**config.mk**
```make
export PLATFORM = sky130hd
export DESIGN_NAME = seq_addsub
export DESIGN_NICKNAME = d
export VERILOG_FILES = /design/src/rtl/seq_addsub.sv
export SDC_FILE = /design/constraint.sdc
export NUM_CORES = 1
export LEC_CHECK = 0
export BUFFER_PORTS_ARGS = -buffer_cell sky130_fd_sc_hd__buf_2
export CORE_UTILIZATION = 57
export CTS_BUF_LIST = sky130_fd_sc_hd__clkbuf_4 sky130_fd_sc_hd__clkbuf_8
export DETAILED_ROUTE_END_ITERATION = 16
export HOLD_SLACK_MARGIN = 0.08
export PLACE_DENSITY = 0.82
export SYNTH_ARGS = -nofsm -noshare
export SYNTH_HDL_FRONTEND = slang
export SYNTH_SLANG_ARGS = --single-unit
```
**constraint.sdc**
```tcl
create_clock -name clk -period 2.4 [get_ports clk]
set_input_delay 0.36 -clock clk [delete_from_list [all_inputs] [get_ports clk]]
set_output_delay 0.36 -clock clk [all_outputs]
set_load 0.05 [all_outputs]
```
**src/rtl/seq_addsub.sv**
```systemverilog
// seq_addsub: multi-cycle add/subtract unit that sums one CHUNK-bit slice per
// cycle, LSB slice first, with a registered carry chained between slices.
// Operations: 00 ADD, 01 SUB, 10 ADC, 11 SBB. Flags are {C,V,Z,N}.
// Optional feature: define SEQ_ADDSUB_SAT_EN to build signed saturation of rd
// when the captured sat bit is set and the result overflows; otherwise the sat
// port is accepted and ignored.
module seq_addsub #(
  parameter int unsigned WIDTH = 16,
  parameter int unsigned CHUNK = 4
) (
  input  logic             clk,
  input  logic             rst_n,
  input  logic             in_valid,
  output logic             in_ready,
  input  logic [1:0]       op,
  input  logic [WIDTH-1:0] rs1,
  input  logic [WIDTH-1:0] rs2,
  input  logic             cin,
  input  logic             sat,
  output logic             out_valid,
  input  logic             out_ready,
  output logic [WIDTH-1:0] rd,
  output logic [3:0]       flags
);

  localparam int unsigned NSLICE = WIDTH / CHUNK;
  localparam int unsigned CNT_W  = (NSLICE > 1) ? $clog2(NSLICE) : 1;

  typedef enum logic [1:0] {
    IDLE = 2'd0,
    CALC = 2'd1,
    DONE = 2'd2
  } state_e;

  state_e             state_q, state_d;
  logic [WIDTH-1:0]   a_q, a_d;
  logic [WIDTH-1:0]   b_q, b_d;
  logic               a_sign_q, a_sign_d;
  logic               b_sign_q, b_sign_d;
  logic               carry_q, carry_d;
  logic [CNT_W-1:0]   cnt_q, cnt_d;
  logic [WIDTH-1:0]   res_q, res_d;
  logic [WIDTH-1:0]   rd_q, rd_d;
  logic [3:0]         flags_q, flags_d;
  logic               out_valid_q, out_valid_d;
  logic               in_ready_q, in_ready_d;
`ifdef SEQ_ADDSUB_SAT_EN
  logic               sat_q, sat_d;
`else
  logic               unused_sat;
  assign unused_sat = sat;
`endif

  logic [CHUNK:0]     sum_w;
  logic [WIDTH-1:0]   res_next;
  logic [WIDTH-1:0]   final_rd;
  logic [WIDTH-1:0]   b_eff;
  logic               final_v;

  // Slice adder and final result/overflow evaluation
  always_comb begin
    sum_w    = {1'b0, a_q[CHUNK-1:0]} + {1'b0, b_q[CHUNK-1:0]} + (CHUNK+1)'(carry_q);
    res_next = (res_q >> CHUNK) | (WIDTH'(sum_w[CHUNK-1:0]) << (WIDTH - CHUNK));
    final_v  = (a_sign_q == b_sign_q) && (res_next[WIDTH-1] != a_sign_q);
    final_rd = res_next;
`ifdef SEQ_ADDSUB_SAT_EN
    // Positive overflow shows a negative raw sign, so clamp to max positive
    if (sat_q && final_v) begin
      final_rd = {~res_next[WIDTH-1], {(WIDTH-1){res_next[WIDTH-1]}}};
    end
`endif
    b_eff = op[0] ? ~rs2 : rs2;
  end

  // Next-state and registered-output logic
  always_comb begin
    state_d     = state_q;
    a_d         = a_q;
    b_d         = b_q;
    a_sign_d    = a_sign_q;
    b_sign_d    = b_sign_q;
    carry_d     = carry_q;
    cnt_d       = cnt_q;
    res_d       = res_q;
    rd_d        = rd_q;
    flags_d     = flags_q;
    out_valid_d = out_valid_q;
    in_ready_d  = in_ready_q;
`ifdef SEQ_ADDSUB_SAT_EN
    sat_d       = sat_q;
`endif

    unique case (state_q)
      IDLE: begin
        if (in_valid) begin
          a_d        = rs1;
          b_d        = b_eff;
          a_sign_d   = rs1[WIDTH-1];
          b_sign_d   = b_eff[WIDTH-1];
          // ADD:0, SUB:1, ADC/SBB: cin
          carry_d    = op[1] ? cin : op[0];
          cnt_d      = '0;
          res_d      = '0;
          state_d    = CALC;
          in_ready_d = 1'b0;
`ifdef SEQ_ADDSUB_SAT_EN
          sat_d      = sat;
`endif
        end
      end

      CALC: begin
        a_d     = a_q >> CHUNK;
        b_d     = b_q >> CHUNK;
        carry_d = sum_w[CHUNK];
        res_d   = res_next;
        cnt_d   = cnt_q + CNT_W'(1);
        if (cnt_q == CNT_W'(NSLICE - 1)) begin
          state_d     = DONE;
          out_valid_d = 1'b1;
          rd_d        = final_rd;
          flags_d     = {sum_w[CHUNK], final_v, (final_rd == '0), final_rd[WIDTH-1]};
        end
      end

      DONE: begin
        if (out_ready) begin
          state_d     = IDLE;
          out_valid_d = 1'b0;
          in_ready_d  = 1'b1;
        end
      end

      default: begin
        state_d     = IDLE;
        out_valid_d = 1'b0;
        in_ready_d  = 1'b1;
      end
    endcase
  end

  // State register with asynchronous clear
  always_ff @(posedge clk or negedge rst_n) begin
    if (!rst_n) begin
      state_q     <= IDLE;
      a_q         <= '0;
      b_q         <= '0;
      a_sign_q    <= 1'b0;
      b_sign_q    <= 1'b0;
      carry_q     <= 1'b0;
      cnt_q       <= '0;
      res_q       <= '0;
      rd_q        <= '0;
      flags_q     <= '0;
      out_valid_q <= 1'b0;
      in_ready_q  <= 1'b1;
`ifdef SEQ_ADDSUB_SAT_EN
      sat_q       <= 1'b0;
`endif
    end else begin
      state_q     <= state_d;
      a_q         <= a_d;
      b_q         <= b_d;
      a_sign_q    <= a_sign_d;
      b_sign_q    <= b_sign_d;
      carry_q     <= carry_d;
      cnt_q       <= cnt_d;
      res_q       <= res_d;
      rd_q        <= rd_d;
      flags_q     <= flags_d;
      out_valid_q <= out_valid_d;
      in_ready_q  <= in_ready_d;
`ifdef SEQ_ADDSUB_SAT_EN
      sat_q       <= sat_d;
`endif
    end
  end

  assign in_ready  = in_ready_q;
  assign out_valid = out_valid_q;
  assign rd        = rd_q;
  assign flags     = flags_q;

endmodule

```
# --- Word-level counts from Yosys, hierarchy flattened ---
# Cells that the tools add are included.
totals:
  mem_bits_ro: 0
  mem_count: 0
  elab_cells: 59
  latchBits: 0
  mem_bits_rw: 0
  regBits: 77
  output_inout_bits: 22
  in_bits: 40
classes:
  mux: 22
  div: 0
  order_cmp: 0
  n_reduce_logical: 10
  n_eq_ne: 8
  n_shift: 0
  bitwise_logic: 4
  add_sub_neg: 3
  n_mul: 0
ops:
  columns: ["op", "count"]
  rows:
  - ["$pmux 16 s2", 3]
  - ["$mux 16", 4]
  - ["$logic_not 16->1", 1]
  - ["$not 16->16", 1]
  - ["$or 12x16->16", 1]
  - ["$reduce_and 3->1", 3]
  - ["$mux 2", 4]
  - ["$mux 1", 6]
  - ["$ne 2x2->1 const B", 3]
  - ["$pmux 1 s3", 2]
  - ["$pmux 2 s3", 1]
  - ["$reduce_and 2->1", 3]
  - ["$add 4x4->5", 1]
  - ["$add 5x1->5", 1]
  - ["$eq 2x2->1 const B", 2]
  - ["$pmux 2 s2", 1]
  - ["$add 2x1->2 const B", 1]
  - ["$eq 2x1->1 const B", 1]
  - ["$logic_not 2->1", 1]
  - ["$not 1->1", 2]
  - ["$pmux 1 s2", 1]
  - ["$reduce_bool 2->1", 1]
  - ["$eq 1x1->1", 1]
  - ["$logic_and 1x1->1", 1]
  - ["$ne 1x1->1", 1]

# --- Longest topological paths before layout ---
# Gate-level depths: netlist (run 1).
logic_depth:
  word_depth: 5
  mapped_depth: 8
  depth_no_buf: 8

# --- Least setup slack after synthesis (run 1) ---
# OpenSTA, ideal clock, no wires.
synth_timing:
  path_kind: "register to register"
  start: "register a_q[0]"
  end: "register flags_q[1] (netlist: flags[1])"
  arrival_time_ns: 1.866
  path_stages_with_launch: 9
  required_ns: 2.333
  period_less_slack_ns: 1.933
  path_slack_ns: 0.467
  n_path_buf: 0
  cell_sequence: "dfrtp_1 > inv_1 > fa_1 > inv_1 > fa_1 > nor4_1 > nand4_1 > nor2_1 > a22o_1"
synth_between:
  elab_chain_len: 4
synth_rtl:
  columns: ["element", "line", "rtl"]
  rows:
  - ["start: declaration", "36", "logic [WIDTH-1:0] a_q, a_d;"]
  - ["start signal: assignment", "146", "a_q <= '0;"]
  - ["start signal: assignment", "162", "a_q <= a_d;"]
  - ["$add 4x4->5", "62", "sum_w = {1'b0, a_q[CHUNK-1:0]} + {1'b0, b_q[CHUNK-1:0]} + (CHUNK+1)'(carry_q);"]
  - ["$add 5x1->5", "62", null]
  - ["$or 12x16->16", "63", "res_next = (res_q >> CHUNK) | (WIDTH'(sum_w[CHUNK-1:0]) << (WIDTH - CHUNK));"]
  - ["named net final_rd[13]", "56", "logic [WIDTH-1:0] final_rd;"]
  - ["$logic_not 16->1", "122", "flags_d = {sum_w[CHUNK], final_v, (final_rd == '0), final_rd[WIDTH-1]};"]
  - ["end signal: assignment", "170", "flags_q <= flags_d;"]
  - ["end: declaration", "44", "logic [3:0] flags_q, flags_d;"]
# The timed path passes the listed nets, and every way through them passes these cells.
# A chain may end at the register's enable or synchronous reset.

# --- Worst setup path after layout (run 1) ---
# Ends and elaborated chain as after synthesis.

==> run_results.csv, run 1 <==
group,metric,value,unit
synthesis,synth_area_per_cell,10.7,sq um
worst_setup_path,critical_path_arrival,2.40,ns
placed_design,routabilityCongestion,0.775,
detailed_routing,ant_nets,0,
sta,period_share,88.7,%
die,start_util,60.0,%
worst_setup_path,reg2reg_to,"flags[1]$_DFFE_PN0P_",
pwr,p_per_area,1530,nW/um^2
worst_setup_path,r2r_slack,0.27,ns
layout,stdcell_count,445,
detailed_routing,vias,2458,
synthesis,synth_top_area_share,53.1,%
synthesis,syn_inst,313,
synthesis,synth_fp_nets,359,
detailed_routing,wl_per_cell,14.5,um
die,num_rows,27,
grt,grt_antenna_before_repair,0,
cts,clockBufferDepth,2,
cts,worst_skew_pair.late_latency,0.34,ns
worst_setup_path,crit_chain,"inv_1, fa_1, inv_1, fa_1, nor4_1, nand4_1, nor2_1, a22o_1",
run,max_cap_viol_count,0,
min_path,hold_path.class,"input pin to flip-flop",
detailed_routing,wirelength,6.46,mm
cts,numCtsBuffers,9,
placed_design,dp_hpwl,4.42,mm
grt,overflow,0,
cts,cts.repair.resized,0,
pwr,pwr-share-comb,48.2,%
layout,nNetsFinal,415,
cts,h-tree-depth,3,
grt,use_met2,37.2,%
synthesis,ys_top_cells_by_area,"dfrtp_1, nand2_1, mux2_4",
placed_design,portBuffers,60,
worst_setup_path,startpoint_type,"flip-flop",
grt,grt_pass1_vias,2431,
die,core,5570,sq um
worst_setup_path,worstSetupPathType,"flip-flop to flip-flop",
synthesis,synth_flop_cell,"dfrtp_1",
grt,busiest_layer,"met2",
die,die_x,78.6,um
pwr,leakage,1.92,nW
synthesis,synthDistinctLibCells,43,
layout,drive_above_1_share,26.8,%
worst_setup_path,end_kind,"flip-flop",
synthesis,synth_edf_count,0,
synthesis,synth_warnings,0,
sta,worstMarginPinSlew,0.598,ns
cts,tritoncts,"yes",
synthesis,yosys.area.top_type,"dfrtp_1",
die,dieArea,6180,sq um
worst_setup_path,path_max_fanout,3,
run_status,status,"complete, no violations",
grt,grt_pass1_wl,11.3,mm
sta,fin_worst_skew,0.00858,ns
sta,worst_hold_slack,0.211,ns
min_path,holdPathStages,3,
cts,cts.clk_slew.worst_paths,0.07,ns
pwr,p_total,5.84,mW
synthesis,ys_seq_elements,72,
synthesis,synth_commonest_cells,"dfrtp_1, nand2_1, nor2_1, nand3_1, xnor2_1",
worst_setup_path,cp.required,2.67,ns
worst_setup_path,max_stage_delay,0.46,ns
synthesis,yosysSeqAreaShare,53.9,%
placed_design,place_inst,429,
grt,grt_use_total,23.9,%
pwr,p_sw_share,44.1,%
pwr,seqPwrFrac,37.6,%
grt,use_met3,4.42,%
pwr,internal_power,3.27,mW
die,pin_count,62,
min_path,holdPathEnd,"a_q[12]$_DFFE_PN0P_",
detailed_routing,drt_pass1_iterations,4,
pwr,power_frac_clock,14.2,%
cts,cts.sinks,72,
pwr,switchingPower,2.57,mW
worst_setup_path,reg2reg_depth,8,
worst_setup_path,critPathTopFamily,"adder cells",
worst_setup_path,regToRegStartpoint,"a_q[0]$_DFFE_PN0P_",
sta,timing.fmax,470,MHz
worst_setup_path,critPathSlowestCell,"fa_1",
worst_setup_path,path_buf_inv,2,
sta,period_needed,2.13,ns
grt,use_met1,32.4,%
synthesis,synthArstFlopShare,100,%
sta,tns,0,ns
sta,slew_violations,0,
min_path,hold_start,"rs1[12]",
layout,antenna_cells,0,
die,dieHeight,78.6,um
layout,syn_to_final_growth,14.1,%
sta,final-hold-violation-count,0,
sta,slew_headroom,60.1,%
pwr,ir_drop,0.000805,V
detailed_routing,post_drt_via_cell_ratio,5.52,
cts,cts-root-buf,"clkbuf_8",
grt,grt_max_degree,48,
synthesis,syn_area,3350,sq um
synthesis,yosysMostFrequentCell,"dfrtp_1",
detailed_routing,drc,0,
sta,rsz0062_at_grt,"no",
sta,setup_viol,0,
detailed_routing,drt_iter0_drc,163,
[tightest hold or removal path: cells and delay by family]
| kind | cells | cell delay (ns) |
|---|---|---|
| AND/OR/NAND/NOR | 2 | 0.08 |
| buffers and inverters | 1 | 0.07 |
[flip-flops by register name (all words and copies together), names as in the netlist, 2 cells and up]
register and count:
flags 4, rd 15, state_q 2, a_q 16, cnt_q 2, res_q 12, b_q 16
[worst max-delay path by stage]
stage / startpoint / slack (ns) / cells past startpoint / endpoint
after floorplan: a_q[0]$_DFFE_PN0P_ / 0.47 / 8 / flags[1]$_DFFE_PN0P_
after global placement: a_q[0]$_DFFE_PN0P_ / 0.36 / 8 / flags[1]$_DFFE_PN0P_
after detailed placement: a_q[0]$_DFFE_PN0P_ / 0.29 / 8 / flags[1]$_DFFE_PN0P_
after CTS: a_q[0]$_DFFE_PN0P_ / 0.28 / 8 / flags[1]$_DFFE_PN0P_
after global routing: b_q[0]$_DFFE_PN0P_ / 0.07 / 8 / flags[1]$_DFFE_PN0P_
final: a_q[0]$_DFFE_PN0P_ / 0.27 / 8 / flags[1]$_DFFE_PN0P_
[through the flow]
stage          cell area, sq um  util (%)  setup WS (ns)
3_5_place_dp               3640      65.4          0.285
5_1_grt                    3820      68.5         0.0727
4_1_cts                    3820      68.5          0.278
2_1_floorplan              3350         -          0.467
3_3_place_gp               3640      65.4          0.356
6_report                   3820      68.5          0.271
[cell families (layout without fill, tap and decap cells)]
group,count (synthesis),in the layout,synth area share (%)
XOR/XNOR,17,17,4.45
multiplexers,14,14,6.02
buffers and inverters,26,86,4.86
AND/OR/NAND/NOR,128,128,17.3
adder cells (fa/ha/maj),6,6,2.69
flip-flops,72,72,53.9
AO/OA/AOI/OAI,50,50,10.8
[power groups by stage]
stage	sequential, mW	clock [mW]	combinational (mW)
floorplan	2.63	0	1.84
global placement	2.18	0	2.71
detailed placement	2.21	0	2.81
CTS	2.19	0.852	2.83
global route	2.27	0.897	3.12
finish	2.19	0.828	2.81
[cell type report]
class | instances | area, sq um
Clock buffer | 14 | 161
Clock inverter | 1 | 5.00
Fill cell | 457 | 1750
Inverter | 5 | 18.8
Multi-Input combinational cell | 215 | 1380
Sequential cell | 72 | 1800
Tap cell | 72 | 90.1
Timing Repair Buffer | 66 | 360
[what timing repair did]
item | CTS | global route
endpoints found under the hold margin | 19 | 0
setup buffers | 0 | 0
hold buffers | 1 | 0
[per-layer routing]
metal / share of wire, % / routed length [um] / vias up
li1: - / - / 1187
met1: 46 / 2970 / 1180
met2: 47 / 3060 / 76
met3: 4.1 / 268 / 15
met4: 2.6 / 171 / 0
met5: 0 / 0 / -
[layout by cell type, fill, tap and decap left out, types with 5 or more instances in the layout]
cell type  count
o21ai_0        9
mux2_4        12
inv_1          5
dfrtp_1       71
clkbuf_4       5
a221o_1       12
nor2_1        32
nand3_1       18
a31oi_1       13
clkbuf_8       9
nand2_1       64
buf_2         60
xnor2_1       16
(Power assumes the default switching activity.)
==> run 2, diff against run 1 <==
--- a/config.mk
+++ b/config.mk
@@ -5,6 +5,7 @@
 export SDC_FILE = /design/constraint.sdc
 export NUM_CORES = 1
 export LEC_CHECK = 0
+export ABC_AREA = 1
 export BUFFER_PORTS_ARGS = -buffer_cell sky130_fd_sc_hd__buf_2
 export CORE_UTILIZATION = 57
 export CTS_BUF_LIST = sky130_fd_sc_hd__clkbuf_4 sky130_fd_sc_hd__clkbuf_8
==> run 2 against run 1 <==
Highest routed layer unchanged; count of clock-buffer cells in the layout decreased by 2; setup slack improved by 0.20 ns; critical path depth increased by 1; clock skew decreased by 0.0010 ns; power decreased by 1.9%.
==> run_results.csv, run 2 <==
group,metric,value,unit
worst_setup_path,reg2reg_depth,9,
min_path,holdPathStages,3,
grt,grt_use_total,24.1,%
grt,overflow,0,
layout,syn_to_final_growth,14.5,%
synthesis,ys_seq_elements,72,
detailed_routing,wl_per_cell,13.1,um
synthesis,yosysMostFrequentCell,"nand2_1",
detailed_routing,wirelength,6.37,mm
pwr,p_per_area,1490,nW/um^2
grt,grt_pass1_wl,11.3,mm
synthesis,synthDistinctLibCells,33,
layout,final_common_cell,"nand2_1",
synthesis,yosys.area.top_type,"dfrtp_1",
synthesis,synth_commonest_cells,"nand2_1, dfrtp_1, inv_1, o21ai_1, xnor2_1",
layout,finish.utilization,68.7,%
synthesis,syn_area,3350,sq um
sta,slew_violations,0,
cts,cts.sinks,72,
detailed_routing,post_drt_via_cell_ratio,5.18,
sta,timing.fmax,519,MHz
sta,fin_worst_skew,0.00753,ns
layout,nNetsFinal,456,
sta,final-hold-violation-count,0,
worst_setup_path,r2r_slack,0.47,ns
die,dieHeight,78.6,um
detailed_routing,ant_nets,0,
sta,setup_viol,0,
sta,tns,0,ns
worst_setup_path,path_max_fanout,3,
die,start_util,60.0,%
die,num_rows,27,
pwr,power_frac_clock,14.7,%
synthesis,synth_warnings,0,
synthesis,synth_top_area_share,53.1,%
detailed_routing,drt_iter0_drc,148,
die,dieArea,6180,sq um
run_status,status,"complete, no violations",
pwr,seqPwrFrac,35.3,%
sta,rsz0062_at_grt,"no",
placed_design,portBuffers,60,
pwr,internal_power,3.08,mW
synthesis,synth_fp_nets,399,
synthesis,ys_top_cells_by_area,"dfrtp_1, nand2_1, xnor2_1",
worst_setup_path,cp.required,2.66,ns
pwr,p_sw_share,46.3,%
cts,post_cts_buffers,0,
synthesis,synthArstFlopShare,100,%
synthesis,synth_edf_count,0,
cts,tritoncts,"yes",
placed_design,routabilityCongestion,0.745,
pwr,ir_drop,0.000909,V
detailed_routing,drc,0,
pwr,pwr-share-comb,50.1,%
layout,drive_above_1_share,24.1,%
cts,worst_skew_pair.late_latency,0.34,ns
detailed_routing,drt_pass1_iterations,4,
worst_setup_path,worstSetupPathType,"flip-flop to flip-flop",
min_path,hold_path.class,"input pin to flip-flop",
sta,layout_setup_ws,0.475,ns
die,core,5570,sq um
pwr,switchingPower,2.65,mW
cts,numCtsBuffers,9,
grt,grt_pass1_vias,2593,
placed_design,post-place-ws,0.493,ns
grt,grt_max_degree,43,
run,max_cap_viol_count,0,
pwr,leakage,1.94,nW
synthesis,synth_area_per_cell,9.48,sq um
die,pin_count,62,
worst_setup_path,end_kind,"flip-flop",
cts,h-tree-depth,3,
sta,period_share,80.2,%
synthesis,synth_flop_cell,"dfrtp_1",
detailed_routing,vias,2521,
sta,slew_headroom,59.0,%
sta,period_needed,1.93,ns
layout,final_cell_mix,"nand2_1, dfrtp_1, buf_2",
die,die_x,78.6,um
cts,cts.clk_slew.worst_paths,0.07,ns
worst_setup_path,critical_path_arrival,2.19,ns
cts,cts-root-buf,"clkbuf_8",
layout,antenna_cells,0,
synthesis,yosysSeqAreaShare,53.9,%
synthesis,syn_inst,353,
worst_setup_path,startpoint_type,"flip-flop",
grt,grt_antenna_before_repair,0,
sta,worstMarginPinSlew,0.615,ns
placed_design,dp_hpwl,4.30,mm
cts,clockBufferDepth,2,
run 2: cell count changes in the layout (fill, tap and decap cells not counted), sizes merged, moves of 11 or more:
cell    change
inv        +33
nand2      +31
o21ai      +20
nor2       -19
a31oi      -13
mux2       -13
a221o      -12
o211ai     +11
o22ai      +11
run 2: power by group through the flow:
stage          registers (mW)  logic, mW  clock network, mW
6_report                 2.02       2.87              0.840
5_1_grt                  2.08       3.23              0.912
4_1_cts                  2.02       2.89              0.858
3_5_place_dp             2.04       2.88                  0
3_3_place_gp             2.01       2.80                  0
2_1_floorplan            2.46       1.93                  0
run 2: path summary, 6_finish.rpt:
kind	from	endpoint
max in group asynchronous	rst_n	in_ready$_DFFE_PN1P_
min in group asynchronous	rst_n	res_q[6]$_DFFE_PN0P_
min reg2reg	cnt_q[0]$_DFFE_PN0P_	cnt_q[0]$_DFFE_PN0P_
max	a_q[0]$_DFFE_PN0P_	flags[1]$_DFFE_PN0P_
max reg2reg	a_q[0]$_DFFE_PN0P_	flags[1]$_DFFE_PN0P_
min	rs1[14]	a_q[14]$_DFFE_PN0P_
run 2: cells by family after synthesis:
family,after synthesis,share of synthesized area [%]
AND/OR/NAND/NOR,130,16.1
AO/OA/AOI/OAI,71,14.6
adder cells (fa/ha/maj),6,2.69
flip-flops,72,53.9
XOR/XNOR,17,4.45
buffers and inverters,57,8.26
run 2: per-layer routing:
metal  up-vias  GRT usage [%]  wire (um)  share of wire, %
met5         -              0          0                 0
met3         7           6.05        262               4.1
li1       1265              -          -                 -
met2        60           40.7       3130                49
met1      1189           29.6       2900                46
met4         0           9.26         78               1.2
run 2: final cells by class:
cell class,count,area (sq um)
Fill cell,444,1740
Timing Repair Buffer,65,353
Sequential cell,72,1800
Inverter,38,145
Tap cell,72,90.1
Multi-Input combinational cell,224,1270
Clock inverter,4,20.0
Clock buffer,12,153
run 2: worst max-delay path: stages (launching register included):
cell	delay [ns]
dfrtp_1	0.32
inv_1	0.07
fa_1	0.42
inv_1	0.12
fa_1	0.44
nor2_1	0.10
nand3_1	0.07
nor2_1	0.09
nand3_1	0.08
o21ai_1	0.13
run 2: through the flow:
| step | hold WS (ns) | cell area, sq um | power [mW] | cells |
|---|---|---|---|---|
| detailed placement | 0.413 | 3650 | 4.92 | 470 |
| global placement | 0.396 | 3650 | 4.81 | 470 |
| finish | 0.233 | 3830 | 5.72 | 487 |
| global route | 0.228 | 3830 | 6.23 | 487 |
| floorplan | 0.0644 | 3350 | 4.39 | 353 |
| CTS | 0.224 | 3830 | 5.77 | 487 |
run 2: timing repair:
| action | in CTS | in global routing |
|---|---|---|
| gates resized for setup | 0 | 0 |
| endpoints found under the setup margin | 0 | 0 |
| hold buffers | 1 | 0 |
| endpoints found under the hold margin | 25 | 0 |
